**config.mk**
```make
export PLATFORM = sky130hd
export DESIGN_NAME = layer_sequencer
export DESIGN_NICKNAME = d
export VERILOG_FILES = /design/src/rtl/layer_sequencer.sv
export SDC_FILE = /design/constraint.sdc
export NUM_CORES = 1
export LEC_CHECK = 0
export CAP_MARGIN = 20
export CORE_UTILIZATION = 35
export CTS_BUF_LIST = sky130_fd_sc_hd__clkbuf_8 sky130_fd_sc_hd__clkbuf_16
export CTS_CLUSTER_DIAMETER = 40
export CTS_CLUSTER_SIZE = 24
export DETAILED_ROUTE_END_ITERATION = 6
export GPL_TIMING_DRIVEN = 0
export PLACE_DENSITY = 0.57
export SLEW_MARGIN = 20
export SYNTH_ARGS = -nofsm -noshare
export SYNTH_HDL_FRONTEND = slang
export SYNTH_SLANG_ARGS = --single-unit
```
**constraint.sdc**
```tcl
create_clock -name clk -period 2.45 [get_ports clk]
set_clock_uncertainty 0.15 [all_clocks]
set_input_delay 0.49 -clock clk [delete_from_list [all_inputs] [get_ports clk]]
set_output_delay 0.49 -clock clk [all_outputs]
set_load 0.005 [all_outputs]
```
**src/rtl/layer_sequencer.sv**
```systemverilog
// Forward-pass controller for a stack of cached dilated conv1d layers.
// One sample tick drives: shift-buffer clock, per-layer conv start/wait/cache clock, output latch.
module layer_sequencer #(
    parameter int NUM_LAYERS = 3,
    parameter int TIMEOUT    = 1024,
    parameter int CNT_W      = 16
) (
    input  logic                             clk,
    input  logic                             rst,
    input  logic                             sample_clk,
    input  logic [$clog2(NUM_LAYERS+1)-1:0]  active_layers,
    input  logic [NUM_LAYERS-1:0]            conv_out_v,
    input  logic                             status_clr,
    output logic                             lsb_clk,
    output logic [NUM_LAYERS-1:0]            conv_rst,
    output logic [NUM_LAYERS-2:0]            ac_clk,
    output logic                             out_latch,
    output logic                             busy,
    output logic                             overrun,
    output logic                             timeout_err,
    output logic [CNT_W-1:0]                 last_cycles
);

    localparam int LW     = $clog2(NUM_LAYERS + 1);
    localparam int LIW    = $clog2(NUM_LAYERS);
    localparam int WAIT_W = $clog2(TIMEOUT + 1);

    typedef enum logic [2:0] {
        S_IDLE,
        S_CLK_LSB,
        S_RST_CONV,
        S_CONV_RUN,
        S_CLK_CACHE,
        S_OUTPUT
    } state_t;

    function automatic logic [CNT_W-1:0] sat_inc(input logic [CNT_W-1:0] v);
        return (v == {CNT_W{1'b1}}) ? v : v + CNT_W'(1);
    endfunction

    logic sample_p0, sample_p1, sample_p2;
    logic tick;

    state_t            state_q, state_d;
    logic [LIW-1:0]    layer_q, layer_d;
    logic [LIW-1:0]    last_layer_q, last_layer_d;
    logic [WAIT_W-1:0] wait_q, wait_d;
    logic [CNT_W-1:0]  cnt_q, cnt_d;
    logic [LW-1:0]     n_sel;
    logic              timeout_hit;
    logic              run_done;

    logic                  lsb_clk_d;
    logic [NUM_LAYERS-1:0] conv_rst_d;
    logic [NUM_LAYERS-2:0] ac_clk_d;
    logic                  out_latch_d;
    logic                  busy_d;

    // Stage p0/p1: two-flop synchroniser; p2 holds the previous synchronised value for edge detect
    always_ff @(posedge clk) begin
        if (rst) begin
            sample_p0 <= 1'b0;
            sample_p1 <= 1'b0;
            sample_p2 <= 1'b0;
        end else begin
            sample_p0 <= sample_clk;
            sample_p1 <= sample_p0;
            sample_p2 <= sample_p1;
        end
    end

    assign tick = sample_p1 & ~sample_p2;

    always_comb begin
        state_d      = state_q;
        layer_d      = layer_q;
        last_layer_d = last_layer_q;
        wait_d       = wait_q;
        cnt_d        = '0;
        timeout_hit  = 1'b0;
        run_done     = 1'b0;

        n_sel = active_layers;
        if (active_layers == '0 || active_layers > LW'(NUM_LAYERS))
            n_sel = LW'(NUM_LAYERS);

        if (state_q != S_IDLE)
            cnt_d = sat_inc(cnt_q);

        case (state_q)
            S_IDLE: begin
                if (tick) begin
                    state_d      = S_CLK_LSB;
                    layer_d      = '0;
                    last_layer_d = LIW'(n_sel - LW'(1));
                end
            end
            S_CLK_LSB: begin
                state_d = S_RST_CONV;
            end
            S_RST_CONV: begin
                wait_d  = '0;
                state_d = S_CONV_RUN;
            end
            S_CONV_RUN: begin
                if (conv_out_v[layer_q]) begin
                    state_d = (layer_q == last_layer_q) ? S_OUTPUT : S_CLK_CACHE;
                end else if (wait_q == WAIT_W'(TIMEOUT - 1)) begin
                    timeout_hit = 1'b1;
                    state_d     = S_IDLE;
                end else begin
                    wait_d = wait_q + WAIT_W'(1);
                end
            end
            S_CLK_CACHE: begin
                layer_d = layer_q + LIW'(1);
                state_d = S_RST_CONV;
            end
            S_OUTPUT: begin
                run_done = 1'b1;
                state_d  = S_IDLE;
            end
            default: begin
                state_d = S_IDLE;
            end
        endcase
    end

    // Pulses are decoded from the next state and registered, so each output is a clean flop
    always_comb begin
        lsb_clk_d   = (state_d == S_CLK_LSB);
        out_latch_d = (state_d == S_OUTPUT);
        busy_d      = (state_d != S_IDLE);
        conv_rst_d  = '0;
        ac_clk_d    = '0;
        for (int k = 0; k < NUM_LAYERS; k++)
            conv_rst_d[k] = (state_d == S_RST_CONV) && (layer_d == LIW'(k));
        for (int k = 0; k < NUM_LAYERS - 1; k++)
            ac_clk_d[k] = (state_d == S_CLK_CACHE) && (layer_d == LIW'(k));
    end

    always_ff @(posedge clk) begin
        if (rst) begin
            state_q      <= S_IDLE;
            layer_q      <= '0;
            last_layer_q <= '0;
            wait_q       <= '0;
            cnt_q        <= '0;
            last_cycles  <= '0;
            overrun      <= 1'b0;
            timeout_err  <= 1'b0;
            lsb_clk      <= 1'b0;
            conv_rst     <= '0;
            ac_clk       <= '0;
            out_latch    <= 1'b0;
            busy         <= 1'b0;
        end else begin
            state_q      <= state_d;
            layer_q      <= layer_d;
            last_layer_q <= last_layer_d;
            wait_q       <= wait_d;
            cnt_q        <= cnt_d;
            lsb_clk      <= lsb_clk_d;
            conv_rst     <= conv_rst_d;
            ac_clk       <= ac_clk_d;
            out_latch    <= out_latch_d;
            busy         <= busy_d;

            if (run_done)
                last_cycles <= sat_inc(cnt_q);

            // Sticky flags: a set in the same cycle as a clear takes priority
            if (tick && (state_q != S_IDLE))
                overrun <= 1'b1;
            else if (status_clr)
                overrun <= 1'b0;

            if (timeout_hit)
                timeout_err <= 1'b1;
            else if (status_clr)
                timeout_err <= 1'b0;
        end
    end

endmodule

```
==> flow_summary.ini, run 1 <==
[run_status]
status = finished, final reports clean

[floorplanning]
start_util = 0.364
io_pins = 35
die-area_mm2 = 0.00844
die_x_um = 91.9
dieHeight_um = 91.9
coreArea_mm2 = 0.00777
num_rows = 32

[clock_tree]
cts_tree = yes
cts_setup_buffers = 0
path_clk_slew_ns = 0.07
ctsRootBufferMaster = clkbuf_8
numCtsBuffers = 9
htreeDepth = 3
hold_buffers = 0
clock_sinks = 63
clk_latency_ns = 0.34
cts_buffer_depth = 2
cts_resized = 0

[global_routing]
grt_pass1_vias = 2225
grt.total_usage = 0.162
antenna_found_initial = 0
overflow = 0
grt_first_pass_wirelength_mm = 10.7
grt_max_degree = 12

[sta]
worst_slew_pin_slew_ns = 0.796
fmax_ghz = 0.475
maxSlewViolCount = 0
rsz0062_at_grt = no
min_period_ns = 2.11
min_period_over_period = 0.860
setup_viol_count_final = 0
hold_viol_final = 0
fin_ws_ns = 0.344
relSlewSlack = 0.467
hold-worst-slack_ns = 0.300
setup-tns-final_ns = 0

[synth]
synth_nets = 328
synth-main-ff-cell = dfxtp_1
syn-instance-count = 316
synth-async-reset-ratio = 0
ys_seq_area_frac = 0.446
yosys_warnings = 0
synth.cell_area_mm2 = 0.00283
ys_seq_elements = 63
avgSynthCellArea_um2 = 8.95
synth_edf_count = 0
post_synth_num_cell_types = 55

[worst_hold_path]
hold_depth = 1
whs_endpoint = sample_p1
hp-start = sample_p0
hold_class = reg2reg

[place]
placed_cell_area_mm2 = 0.00330
io_buffers = 34
gp_congestion = 0.806
place_inst = 452
hpwl_mm = 4.55
dp_slack_ns = 0.0736

[layout]
final_nets = 372
drive_gt1_frac = 0.110
area_growth_pct = 23.4
layoutNonFillerInstCount = 467
fill_cells = 817
fin_util = 0.449
layout_common_cells = 63 x dfxtp_1, 42 x nor2_1, 34 x clkdlybuf4s50_1
final_common_cell = dfxtp_1
design_area_mm2 = 0.00349
diodes = 0

[route]
vias_per_cell = 5.07
vias = 2368
wl_mm = 6.21
drt_pass1_iterations = 4
route.detailed.drc = 0
routedWlPerCell_um = 13.3
postRouteAntennaNets = 0
first_iter_violations = 54

[setup_path]
reg2reg_to = last_cycles[3]
endpoint_kind = flop
cp_max_fo = 10
worstPathRequired_ns = 2.49
worstSetupPathType = reg2reg
r2r_slack_ns = 0.34
cp-start-kind = flop
worstReg2RegStart = cnt_q[0]
r2r_cells = 6
arrival_ns = 2.15

[pwr]
p_leak_nw = 1.16
p_total_mw = 2.05
p_per_area_mw_per_mm2 = 589
ir_drop_uv = 302

[run]
cap_viol_max_count = 0
==> state kept, by name, summed over array words and instances (netlist names), 2 cells and up <==
signal / cells
conv_rst: 3
wait_q: 11
state_q: 3
last_cycles: 16
cnt_q: 16
layer_q: 2
last_layer_q: 2
ac_clk: 2
==> per-layer routing <==
layer | routed length [um] | global-route usage | up-vias
met5 | 0 | 0 | -
met4 | 56 | 0.0508 | 0
met3 | 308 | 0.0564 | 4
met2 | 3020 | 0.273 | 36
met1 | 2830 | 0.193 | 1099
li1 | - | - | 1229
==> kinds of logic after synthesis <==
group                      after synthesis  synth area share
adders and majority gates                3            0.0133
muxes                                    7            0.0292
and+or+nand+nor                        152             0.286
xor gates and xnor gates                11            0.0341
DFF                                     63             0.446
buffers and inverters                   19            0.0296
AOI/OAI and AO/OA                       61             0.162
==> worst max path at each step <==
stage          depth (start not counted)  slack (ns)        from               to
3_3_place_gp                           4        0.07         rst             busy
3_5_place_dp                           4        0.07         rst             busy
4_1_cts                                7        0.22    cnt_q[0]   last_cycles[3]
6_report                               6        0.34    cnt_q[0]   last_cycles[3]
2_1_floorplan                          7        0.60    cnt_q[0]   last_cycles[3]
5_1_grt                                5        0.05  state_q[0]  last_cycles[15]
==> synthesized netlist by cell type (4+ instances only) <==
master | n | area [um^2]
or3_1 | 7 | 43.8
nand2_1 | 23 | 86.3
nand3_1 | 14 | 70.1
xnor2_1 | 8 | 70.1
clkbuf_1 | 11 | 41.3
dfxtp_1 | 63 | 1260
a31oi_1 | 4 | 25.0
a211oi_1 | 9 | 67.6
and3_1 | 5 | 31.3
nor3_1 | 15 | 75.1
nand4_1 | 7 | 43.8
nor2b_1 | 5 | 31.3
o21ai_0 | 8 | 40.0
nand3b_1 | 4 | 30.0
nand2b_1 | 6 | 37.5
a21oi_1 | 18 | 90.1
and4_1 | 4 | 35.0
mux2i_1 | 6 | 60.1
inv_1 | 5 | 18.8
nor2_1 | 42 | 158
==> worst max-delay path: stages (launching register included) <==
cell       delay, ns
dfxtp_1         0.45
ha_1            0.38
nand3_1         0.14
clkbuf_1        0.23
o2111ai_1       0.26
xor2_1          0.24
a211oi_1        0.10
==> report_power, final <==
group	switching, mW	internal (mW)
Sequential	0.00939	1.03
Combinational	0.0653	0.0439
Clock	0.410	0.492
==> cell type report <==
| type | instances | area (um^2) | share of cell area |
|---|---|---|---|
| timing repair buffer | 34 | 340 | 0.0975 |
| clock inverter | 6 | 60.1 | 0.0172 |
| clock buffer | 10 | 138 | 0.0394 |
| multi-input combinational | 234 | 1480 | 0.425 |
| buffer | 13 | 61.3 | 0.0176 |
| sequential | 63 | 1260 | 0.361 |
| inverter | 5 | 18.8 | 0.00538 |
| tap | 102 | 128 | 0.0366 |
(Power assumes the default switching activity.)
==> run 2, diff against run 1 <==
CAP_MARGIN = 10   (was 20)
PLACE_DENSITY = unset   (was 0.57)
==> flow_summary.ini, run 2 (synthesis results as in run 1) <==
[floorplanning]
coreArea_mm2 = 0.00777
die-area_mm2 = 0.00844
start_util = 0.364
die_x_um = 91.9
dieHeight_um = 91.9
num_rows = 32
io_pins = 35

[global_routing]
grt.total_usage = 0.164
grt_pass1_vias = 2312
grt_first_pass_wirelength_mm = 10.9
antenna_found_initial = 0
grt_max_degree = 11
overflow = 0

[sta]
fmax_ghz = 0.448
maxSlewViolCount = 0
hold_viol_final = 0
fin_ws_ns = 0.216
worst_slew_pin_slew_ns = 0.764
setup_viol_count_final = 0
min_period_over_period = 0.912
rsz0062_at_grt = no
min_period_ns = 2.23
relSlewSlack = 0.489
setup-tns-final_ns = 0

[layout]
final_common_cell = dfxtp_1
fill_cells = 793
drive_gt1_frac = 0.0986
reg.largest.list = cnt_q x16, last_cycles x16, wait_q x11
diodes = 0
area_growth_pct = 22.8
layout_common_cells = 63 x dfxtp_1, 42 x nor2_1, 34 x clkdlybuf4s50_1
final_nets = 373

[route]
wl_mm = 6.24
vias = 2402
drt_pass1_iterations = 4
first_iter_violations = 103
postRouteAntennaNets = 0
routedWlPerCell_um = 13.4
vias_per_cell = 5.14
route.detailed.drc = 0

[setup_path]
r2r_slack_ns = 0.22
worstPathRequired_ns = 2.50
cp_max_fo = 10
worstSetupPathType = reg2reg
endpoint_kind = flop
cp-start-kind = flop
arrival_ns = 2.28

[clock_tree]
clk_latency_ns = 0.34
cts_resized = 0
cts_setup_buffers = 0
numCtsBuffers = 9
cts_buffer_depth = 2
htreeDepth = 3
clock_sinks = 63
cts_tree = yes
path_clk_slew_ns = 0.06
ctsRootBufferMaster = clkbuf_8
hold_buffers = 0

[pwr]
ir_drop_uv = 322
p_per_area_mw_per_mm2 = 565
p_leak_nw = 1.16

[run_status]
status = finished, final reports clean

[place]
dp_slack_ns = 0.0555
gp_congestion = 0.807
hpwl_mm = 4.46
io_buffers = 34

[worst_hold_path]
hold_class = reg2reg

[run]
cap_viol_max_count = 0
run 2: cell count changes in the layout (fill, tap and decap cells not counted), sizes merged:
cell	previous run	this run
inv	5	8
clkbuf	20	23
clkinv	3	0
bufinv	1	0
clkinvlp	2	0
run 2: per-stage QoR:
step                area [um^2]  hold slack (ns)  instances  total power, mW  utilization
floorplan                  2830            0.264        316             1.13            -
global placement           3300            0.277        452             1.18        0.424
detailed placement         3300            0.279        452             1.18        0.424
CTS                        3470            0.294        467             1.99        0.447
global route               3470            0.314        467             2.05        0.447
finish                     3470            0.287        467             1.96        0.447
run 2: worst max-delay path: stages, from the launching register on:
cell       delay, ns
dfxtp_1         0.47
ha_1            0.19
clkbuf_1        0.30
nand3_1         0.14
clkbuf_1        0.25
o2111ai_1       0.27
xor2_1          0.22
a211oi_1        0.10
run 2: worst paths after layout:
kind	from	to	cells after the start
max reg2reg	cnt_q[0]	last_cycles[3]	7
min	sample_p0	sample_p1	1
min reg2reg	sample_p0	sample_p1	1
max	cnt_q[0]	last_cycles[3]	7
run 2: where the power goes:
group	total (mW)	switching, mW	leakage, nW	internal [mW]
Sequential	1.05	0.0103	0.508	1.03
Combinational	0.109	0.0655	0.551	0.0439
Clock	0.806	0.372	0.102	0.434
Total	1.96	0.448	1.16	1.51
run 2: cell type report:
type	instances	area, um^2	area share
Clock buffer	12	165	0.0476
Timing Repair Buffer	34	340	0.0980
Buffer	14	65.1	0.0187
Tap cell	102	128	0.0368
Inverter	5	18.8	0.00541
Sequential cell	63	1260	0.363
Multi-Input combinational cell	234	1480	0.427
Clock inverter	3	11.3	0.00324
run 2: metal layers:
| metal | track usage | routed length, um | vias up |
|---|---|---|---|
| met2 | 0.283 | 3010 | 42 |
| met5 | 0 | 0 | - |
| li1 | - | - | 1233 |
| met4 | 0.0443 | 63 | 0 |
| met3 | 0.0556 | 271 | 8 |
| met1 | 0.193 | 2890 | 1119 |
